<file path="config.mk">
export PLATFORM = sky130hd
export DESIGN_NAME = score_timer
export DESIGN_NICKNAME = d
export VERILOG_FILES = /design/src/rtl/game_pkg.sv /design/src/rtl/tick_gen.sv /design/src/rtl/score_timer.sv
export SDC_FILE = /design/constraint.sdc
export NUM_CORES = 1
export LEC_CHECK = 0
export ABC_CLOCK_PERIOD_IN_PS = 2700
export BUFFER_PORTS_ARGS = -buffer_cell sky130_fd_sc_hd__buf_2
export CAP_MARGIN = 20
export CORE_UTILIZATION = 60
export CTS_CLUSTER_DIAMETER = 50
export DETAILED_ROUTE_END_ITERATION = 16
export GPL_ROUTABILITY_DRIVEN = 0
export HOLD_SLACK_MARGIN = 0.02
export PLACE_DENSITY = 0.9
export RECOVER_POWER = 25
export SKIP_LAST_GASP = 1
export SYNTH_ARGS = -nofsm -noshare
export SYNTH_HDL_FRONTEND = slang
export SYNTH_SLANG_ARGS = --single-unit
</file>
<file path="constraint.sdc">
create_clock -name clk -period 2.7 [get_ports clk]
set_input_delay 0.405 -clock clk [delete_from_list [all_inputs] [get_ports clk]]
set_output_delay 0.405 -clock clk [all_outputs]
set_load 0.05 [all_outputs]
</file>
<file path="src/rtl/game_pkg.sv">
// Shared game definitions: state encoding, winner codes and score/time widths,
// used by score_timer and the text-overlay display path.
package game_pkg;

    localparam int MAX_SCORE = 9;
    localparam int SECONDS_W = 6;

    typedef enum logic [1:0] {
        IDLE   = 2'd0,
        PLAY   = 2'd1,
        OVER   = 2'd2,
        PAUSED = 2'd3
    } game_state_t;

    localparam logic [1:0] WIN_NONE = 2'b00;
    localparam logic [1:0] WIN_P1   = 2'b01;
    localparam logic [1:0] WIN_P2   = 2'b10;
    localparam logic [1:0] WIN_DRAW = 2'b11;

    // Score increment that sticks at MAX_SCORE.
    function automatic logic [3:0] sat_inc(input logic [3:0] s, input logic inc);
        logic [3:0] r;
        if (inc && (s < 4'(MAX_SCORE))) begin
            r = s + 4'd1;
        end else begin
            r = s;
        end
        return r;
    endfunction

    function automatic logic [1:0] winner_of(input logic [3:0] a, input logic [3:0] b);
        logic [1:0] w;
        if (a > b) begin
            w = WIN_P1;
        end else if (b > a) begin
            w = WIN_P2;
        end else begin
            w = WIN_DRAW;
        end
        return w;
    endfunction

endpackage

</file>
<file path="src/rtl/tick_gen.sv">
// Prescaler that divides the system clock down to a one-cycle 1 Hz tick.
// Counting holds while en is low, so a paused match keeps its sub-second phase.
module tick_gen #(
    parameter int CLK_HZ = 100_000_000
) (
    input  logic clk,
    input  logic rst_n,
    input  logic clr,
    input  logic en,
    output logic tick
);

    localparam int CNT_W = (CLK_HZ > 1) ? $clog2(CLK_HZ) : 1;
    localparam logic [CNT_W-1:0] LAST = CNT_W'(CLK_HZ - 1);

    logic [CNT_W-1:0] r_cnt;

    // Prescaler counter: cleared on match start, wraps at CLK_HZ-1.
    always_ff @(posedge clk or negedge rst_n) begin
        if (!rst_n) begin
            r_cnt <= '0;
        end else if (clr) begin
            r_cnt <= '0;
        end else if (en) begin
            r_cnt <= (r_cnt == LAST) ? '0 : r_cnt + CNT_W'(1);
        end else begin
            r_cnt <= r_cnt;
        end
    end

    assign tick = en & ~clr & (r_cnt == LAST);

endmodule

</file>
<file path="src/rtl/score_timer.sv">
// Two-player match controller: scores, countdown timer and winner for the overlay.
// Optional pause input and PAUSED state are enabled by defining SCORE_TIMER_PAUSE_EN.
module score_timer
    import game_pkg::*;
#(
    parameter int CLK_HZ       = 100_000_000,
    parameter int GAME_SECONDS = 60,
    parameter int WIN_SCORE    = 9
) (
    input  logic                 clk,
    input  logic                 rst_n,
    input  logic                 start,
    input  logic                 goal1,
    input  logic                 goal2,
`ifdef SCORE_TIMER_PAUSE_EN
    input  logic                 pause,
`endif
    output logic [3:0]           score1,
    output logic [3:0]           score2,
    output logic [SECONDS_W-1:0] seconds,
    output logic [1:0]           state,
    output logic [1:0]           winner
);

    localparam int EV_START = 0;
    localparam int EV_GOAL1 = 1;
    localparam int EV_GOAL2 = 2;
`ifdef SCORE_TIMER_PAUSE_EN
    localparam int EV_PAUSE = 3;
    localparam int NIN      = 4;
`else
    localparam int NIN      = 3;
`endif

    localparam logic [SECONDS_W-1:0] SEC_INIT = SECONDS_W'(GAME_SECONDS);
    localparam logic [3:0]           WIN_S    = 4'(WIN_SCORE);

    logic [NIN-1:0] w_pins;
    logic [NIN-1:0] r_sync1;
    logic [NIN-1:0] r_sync2;
    logic [NIN-1:0] r_prev;
    logic [NIN-1:0] r_evt;

`ifdef SCORE_TIMER_PAUSE_EN
    assign w_pins = {pause, goal2, goal1, start};
`else
    assign w_pins = {goal2, goal1, start};
`endif

    // Pin synchronisers and registered rising-edge events.
    always_ff @(posedge clk or negedge rst_n) begin
        if (!rst_n) begin
            r_sync1 <= '0;
            r_sync2 <= '0;
            r_prev  <= '0;
            r_evt   <= '0;
        end else begin
            r_sync1 <= w_pins;
            r_sync2 <= r_sync1;
            r_prev  <= r_sync2;
            r_evt   <= r_sync2 & ~r_prev;
        end
    end

    logic w_start_ev;
    logic w_goal1_ev;
    logic w_goal2_ev;
    assign w_start_ev = r_evt[EV_START];
    assign w_goal1_ev = r_evt[EV_GOAL1];
    assign w_goal2_ev = r_evt[EV_GOAL2];
`ifdef SCORE_TIMER_PAUSE_EN
    logic w_pause_ev;
    assign w_pause_ev = r_evt[EV_PAUSE];
`endif

    game_state_t          r_state;
    logic [3:0]           r_score1;
    logic [3:0]           r_score2;
    logic [SECONDS_W-1:0] r_seconds;
    logic [1:0]           r_winner;

    game_state_t          w_state_nxt;
    logic [3:0]           w_score1_nxt;
    logic [3:0]           w_score2_nxt;
    logic [SECONDS_W-1:0] w_seconds_nxt;
    logic [1:0]           w_winner_nxt;
    logic                 w_clr;
    logic                 w_en;
    logic                 w_tick;
    logic [3:0]           w_s1_inc;
    logic [3:0]           w_s2_inc;
    logic                 w_timeout;

    assign w_en = (r_state == PLAY);

    tick_gen #(
        .CLK_HZ (CLK_HZ)
    ) u_tick_gen (
        .clk   (clk),
        .rst_n (rst_n),
        .clr   (w_clr),
        .en    (w_en),
        .tick  (w_tick)
    );

    assign w_s1_inc  = sat_inc(r_score1, w_goal1_ev);
    assign w_s2_inc  = sat_inc(r_score2, w_goal2_ev);
    assign w_timeout = w_tick && (r_seconds == SECONDS_W'(1));

    // Next-state logic; goals are folded into the scores before winner is judged.
    always_comb begin
        w_state_nxt   = r_state;
        w_score1_nxt  = r_score1;
        w_score2_nxt  = r_score2;
        w_seconds_nxt = r_seconds;
        w_winner_nxt  = r_winner;
        w_clr         = 1'b0;
        case (r_state)
            IDLE: begin
                if (w_start_ev) begin
                    w_state_nxt   = PLAY;
                    w_score1_nxt  = 4'd0;
                    w_score2_nxt  = 4'd0;
                    w_seconds_nxt = SEC_INIT;
                    w_winner_nxt  = WIN_NONE;
                    w_clr         = 1'b1;
                end else begin
                    w_state_nxt = IDLE;
                end
            end
            PLAY: begin
                w_score1_nxt = w_s1_inc;
                w_score2_nxt = w_s2_inc;
                if (w_tick) begin
                    w_seconds_nxt = r_seconds - SECONDS_W'(1);
                end else begin
                    w_seconds_nxt = r_seconds;
                end
                if (w_timeout || (w_s1_inc >= WIN_S) || (w_s2_inc >= WIN_S)) begin
                    w_state_nxt  = OVER;
                    w_winner_nxt = winner_of(w_s1_inc, w_s2_inc);
`ifdef SCORE_TIMER_PAUSE_EN
                end else if (w_pause_ev) begin
                    w_state_nxt = PAUSED;
`endif
                end else begin
                    w_state_nxt = PLAY;
                end
            end
            OVER: begin
                if (w_start_ev) begin
                    w_state_nxt   = IDLE;
                    w_score1_nxt  = 4'd0;
                    w_score2_nxt  = 4'd0;
                    w_seconds_nxt = SEC_INIT;
                    w_winner_nxt  = WIN_NONE;
                end else begin
                    w_state_nxt = OVER;
                end
            end
`ifdef SCORE_TIMER_PAUSE_EN
            PAUSED: begin
                if (w_start_ev) begin
                    w_state_nxt   = IDLE;
                    w_score1_nxt  = 4'd0;
                    w_score2_nxt  = 4'd0;
                    w_seconds_nxt = SEC_INIT;
                    w_winner_nxt  = WIN_NONE;
                end else if (w_pause_ev) begin
                    w_state_nxt = PLAY;
                end else begin
                    w_state_nxt = PAUSED;
                end
            end
`endif
            default: begin
                w_state_nxt   = IDLE;
                w_score1_nxt  = 4'd0;
                w_score2_nxt  = 4'd0;
                w_seconds_nxt = SEC_INIT;
                w_winner_nxt  = WIN_NONE;
            end
        endcase
    end

    // Game state and output registers.
    always_ff @(posedge clk or negedge rst_n) begin
        if (!rst_n) begin
            r_state   <= IDLE;
            r_score1  <= 4'd0;
            r_score2  <= 4'd0;
            r_seconds <= SEC_INIT;
            r_winner  <= WIN_NONE;
        end else begin
            r_state   <= w_state_nxt;
            r_score1  <= w_score1_nxt;
            r_score2  <= w_score2_nxt;
            r_seconds <= w_seconds_nxt;
            r_winner  <= w_winner_nxt;
        end
    end

    assign state   = r_state;
    assign score1  = r_score1;
    assign score2  = r_score2;
    assign seconds = r_seconds;
    assign winner  = r_winner;

endmodule

</file>
# Word-level counts from Yosys, hierarchy flattened
# Cells that the tools add are included.
# word_totals
register_bits	57
inputBits	5
# classes
addsub	4
order_cmp	6
n_eq_ne	7
mux	22
bitwise	5
reduce_logical	10
# op_table
cell	n
$mux W27	3
$add A27 B1 Y27 const B	1
$eq A27 B27 Y1 const B	1
$pmux W4 S2	2
$mux W4	3
$mux W6	2
$pmux W6 S2	1
$mux W2	5
$add A4 B1 Y4 const B	2
$ge A4 B4 Y1 const B	2
$gt A4 B4 Y1	2
$lt A4 B4 Y1 const B	2
$eq A6 B1 Y1 const B	1
$pmux W2 S3	1
$sub A6 B1 Y6 const B	1
$mux W1	4
$ne A2 B2 Y1 const B	2
$pmux W2 S2	1
$reduce_and A2 Y1	2
$and A3 B3 Y3	1
$logic_and A1 B1 Y1	3
$not A3 Y3	1
$and A1 B1 Y1	2
$eq A2 B1 Y1 const B	1
7 further kinds	8

# Longest topological paths before layout
# depth
ltp_word	10
depth_mapped	11
mapped_depth_nobuf	11

# Hierarchy
# From an unflattened synthesis, not the netlist that was laid out.
# hier_totals
cells_unflattened	315
hier_area_um2	3040.4
# by_module_without_submodules
module	n_inst	cells_each	area_per_inst_um2
tick_gen	1	177	1585.3
score_timer	1	138	1455.1

# Worst setup path after synthesis
# Ideal clock, no wire load.
# synth_timing
path_kind	register to register
startpoint	register r_score1[0], in the netlist score1[0]
endpoint	register r_winner[0], in the netlist winner[0]
arrival_time_ps	2462
required_time_ps	2570
slack_ps	108
path_stages_with_launch	12
n_path_buf	0
synth_period_minus_slack_ps	2592
path_cell_list	dfrtp_1 > inv_1 > ha_1 > nor2b_1 > o21ai_0 > xnor2_1 > inv_1 > ha_1 > nor2_1 > o21ai_0 > a21boi_0 > o31ai_1
# synth_via
elab_chain_len	8
# synth_lines
item	line	source
start: declaration	score_timer.sv:77	logic [3:0] r_score1;
start signal: assignment	score_timer.sv:196	r_score1 <= w_score1_nxt;
$lt A4 B4 Y1	game_pkg.sv:23	if (inc && (s < 4'(MAX_SCORE))) begin
$logic_and A1 B1 Y1	game_pkg.sv:23	
$mux W4 (*)	game_pkg.sv:23	
$gt A4 B4 Y1 or $ge A4 B4 Y1 (tied branches)	game_pkg.sv:35, score_timer.sv:139	
$mux W1 or $logic_or A1 B1 Y1 (tied branches)	game_pkg.sv:35, score_timer.sv:139	
$mux W2 or $logic_or A1 B1 Y1 (tied branches)	game_pkg.sv:33, score_timer.sv:139	
$mux W2 or $ne A2 B2 Y1 (tied branches)	--	
$pmux W2 S2 or $reduce_and A2 Y1 (tied branches)	--	
end signal: assignment	score_timer.sv:199	r_winner <= w_winner_nxt;
end: declaration	score_timer.sv:80	logic [1:0] r_winner;
# Every way passes the cells marked *; elsewhere a longest branch is shown, timed or not. The select of a mux whose other input is x is not followed.
# A chain may end at the register's enable or synchronous reset.

# Final worst setup path
# layout_timing
startpoint	register r_score1[0], in the netlist score1[0]
endpoint	register r_winner[1], in the netlist winner[1]
# layout_via
elab_chain_len	8
# layout_lines
item	line	source
$lt A4 B4 Y1	game_pkg.sv:23	
$logic_and A1 B1 Y1	game_pkg.sv:23	
$mux W4 (*)	game_pkg.sv:23	
$ge A4 B4 Y1	score_timer.sv:139	if (w_timeout || (w_s1_inc >= WIN_S) || (w_s2_inc >= WIN_S)) begin
$logic_or A1 B1 Y1 (2 in a row)	score_timer.sv:139	
$ne A2 B2 Y1 (no source line)	--	
$reduce_and A2 Y1 (no source line)	--	
# Marks and branches as above.

==> flow_metrics.env <==
export IMPL_status="complete, but fails checks"
export IMPL_violations="capacitance limit, slew limit"
export IMPL_synth_cell_type_count=58
export IMPL_critPathCaptureType="flop"
export IMPL_antenna_found_initial=0
export IMPL_grt_use_total_pct=29.2
export IMPL_worst_pin_slew_ns=1.77
export IMPL_slew_headroom_pct=-17.7
export IMPL_crit_top_cell="inv_1"
export IMPL_routed_wl_mm=7.12
export IMPL_fmax_mhz=394
export IMPL_synthCells=325
export IMPL_powerDensity_mw_per_mm2=986
export IMPL_viasPerCell=6.41
export IMPL_antenna_cells=0
export IMPL_yosys_register_bits=57
export IMPL_clock_skew_ns=0.00625
export IMPL_regArea_mm2=0.00143
export IMPL_min_path_type="input pin to flop"
export IMPL_path_clk_slew_ns=0.06
export IMPL_max_stage_delay_ns=0.48
export IMPL_fin_nets=367
export IMPL_wl_per_cell_um=16.7
export IMPL_vdd_drop_max_mv=0.622
export IMPL_cts_made_buffers=9
export IMPL_synth_top_area_share_pct=43.1
export IMPL_synthTopCellsByArea="dfrtp_1 43%, o21ai_0 5.4%, nand2_1 4.3%, ha_1 3.7%, dfstp_2 3.4%"
export IMPL_crit_end="winner[1]$_DFFE_PN0P_"
export IMPL_crit_chain="inv_1 > ha_1 > nor2b_1 > o21ai_0 > xnor2_1 > inv_1 > ha_1 > inv_1 > maj3_1 > a21oi_1 > o211ai_1"
export IMPL_synth_edf_count=0
export IMPL_synth_top_area_cell="dfrtp_1"
export IMPL_num_rows=25
export IMPL_maxCapViolCount=1
export IMPL_cts_root_buffer="clkbuf_8"
export IMPL_startpoint_type="flop"
export IMPL_rr_endpoint="winner[1]$_DFFE_PN0P_"
export IMPL_clock_path_buffers=2
export IMPL_worstRegToRegCells=11
export IMPL_die_x_um=73.6
export IMPL_nFillCells=385
export IMPL_wl_met3_um=504
export IMPL_cts_sinks=57
export IMPL_h_tree_depth=3
export IMPL_coreArea_mm2=0.00482
export IMPL_rsz0062_at_grt="false"
export IMPL_clock_latency_ns=0.34
export IMPL_grt_max_degree=34
export IMPL_syn_area_per_cell_um2=9.47
export IMPL_whs_ns=0.172
export IMPL_async_flop_share_pct=100
export IMPL_cp_depth=11
export IMPL_p_leak_uw=0.00151
export IMPL_cts_tree="built"
export IMPL_placed_area_mm2=0.00327
export IMPL_dpl_hpwl_mm=4.83
export IMPL_grt_pass1_vias=2527
export IMPL_final_common_cell="dfrtp_1"
export IMPL_hold_violations=0
export IMPL_top_layer="met4"
export IMPL_seq_area_frac_synth_pct=46.5
export IMPL_final_area_mm2=0.00348
export IMPL_yosysWarnings=0
export IMPL_critical_path_class="flop to flop"
export IMPL_grt_pass1_wl_mm=11.8
export IMPL_synth_nets=339
export IMPL_final_cell_mix="53 x dfrtp_1, 35 x nand2_1, 33 x o21ai_0"
export IMPL_syn_area_mm2=0.00308
export IMPL_dieArea_mm2=0.00542
export IMPL_setup_violations=0
export IMPL_drt_iter0_drc=306
export IMPL_slew_violations=34
export IMPL_fin_crit_ns=2.54
export IMPL_wl_met2_mm=3.33
export IMPL_utilization_pct=72.3
export IMPL_cpLargestDelayFamily="adder cells"
export IMPL_drc=0
export IMPL_tns_ns=0
export IMPL_r2r_start="score1[0]$_DFFE_PN0P_"
export IMPL_die_h_um=73.6
export IMPL_crit_start="score1[0]$_DFFE_PN0P_"
export IMPL_crit_slowest_cell="o21ai_0"
export IMPL_drive_gt1_share_pct=19.0
export IMPL_ys_flop_type="dfrtp_1"
export IMPL_io_buffers=22
export IMPL_gr_total_overflow=0
export IMPL_wl_met1_mm=3.14
export IMPL_path_buf_inv=3
export IMPL_finalCritPeriodShare_pct=94.0
export IMPL_io_pins=23
export IMPL_syn2layout_area_growth_pct=13.2
export IMPL_cp_required_ns=2.91
export IMPL_cp_max_fo=5
export IMPL_vias=2725
export IMPL_multi_input_area_mm2=0.00154
export IMPL_initial_utilization_pct=63.9
export IMPL_antenna_left=0
export IMPL_worstPathArrival_ns=2.75
export IMPL_r2r_slack_ns=0.16
export IMPL_first_pass_iters=5
==> logic make-up (layout without fill, tap and decap cells) <==
family	count (synthesis)	after routing	synth area share, %
AO/OA/AOI/OAI	95	95	19.8
XOR/XNOR	8	8	2.28
adder cells (fa/ha/maj)	10	10	3.99
buffers and inverters	27	60	3.78
flip-flops	57	57	46.5
multiplexers	4	4	1.38
AND/OR/NAND/NOR	124	124	22.3
==> metal layers <==
layer  up-vias  global-route usage, %
li1       1258                      -
met4         0                   14.5
met3        16                   5.90
met5         -                      0
met1      1321                   39.7
met2       130                   44.5
==> power breakdown <==
group	leakage, uW	switching [uW]	internal [uW]
clock network	0.000113	347	510
registers	0.000743	151	984
logic	0.000650	984	460
==> layout make-up <==
class                      count  area share [%]
clock buffer                   9            3.56
inverter                      14            1.51
timing repair buffer          30            4.85
multi-input combinational    241            44.1
tap                           67            2.41
clock inverter                 7            2.44
sequential                    57            41.1
==> per-stage QoR <==
step	instances	setup WS [ns]	total power, uW
floorplan	325	0.108	2180
global placement	409	0.320	2490
detailed placement	409	0.211	2540
CTS	425	0.180	3410
global route	425	0.00210	3610
finish	425	0.161	3440
==> cells in the mapped netlist (3+ instances only) <==
cell	number
dfrtp_1	53
nand2_1	35
o21ai_0	33
nand3_1	19
nor2_1	16
inv_1	14
a21oi_1	12
o31ai_1	12
ha_1	9
and3_1	8
a31oi_1	7
clkbuf_1	7
nand4_1	7
nor2b_1	6
xor2_1	5
a311oi_1	4
a31o_2	4
dfstp_2	4
nand2b_1	4
nor3_1	4
o22ai_1	4
or3_1	4
a41oi_1	3
and4_1	3
buf_2	3
nor4_1	3
o21a_1	3
xnor2_1	3
==> repair_timing <==
action | 4_1_cts | 5_1_grt
hold buffers | 0 | 0
buffers inserted | 0 | 0
endpoints found under the setup margin | 0 | 2
resized for setup | 0 | 1
==> how the worst min path moves through the flow <==
stage	start	end	cells past startpoint	slack, ns
floorplan	rst_n	r_evt[0]$_DFF_PN0_	0	0.11
global placement	r_sync1[2]$_DFF_PN0_	r_sync2[2]$_DFF_PN0_	0	0.33
CTS	rst_n	r_prev[2]$_DFF_PN0_	1	0.14
global route	goal1	r_sync1[1]$_DFF_PN0_	1	0.16
finish	goal2	r_sync1[2]$_DFF_PN0_	1	0.17
detailed placement	r_sync1[0]$_DFF_PN0_	r_sync2[0]$_DFF_PN0_	0	0.34
==> flip-flops by register name, indices dropped and copies added (netlist names) <==
register,cells
r_evt,3
r_sync2,3
winner,2
score1,4
r_sync1,3
score2,4
u_tick_gen.r_cnt,27
state,2
r_prev,3
seconds,6
Power figures use the tool's default switching activity.
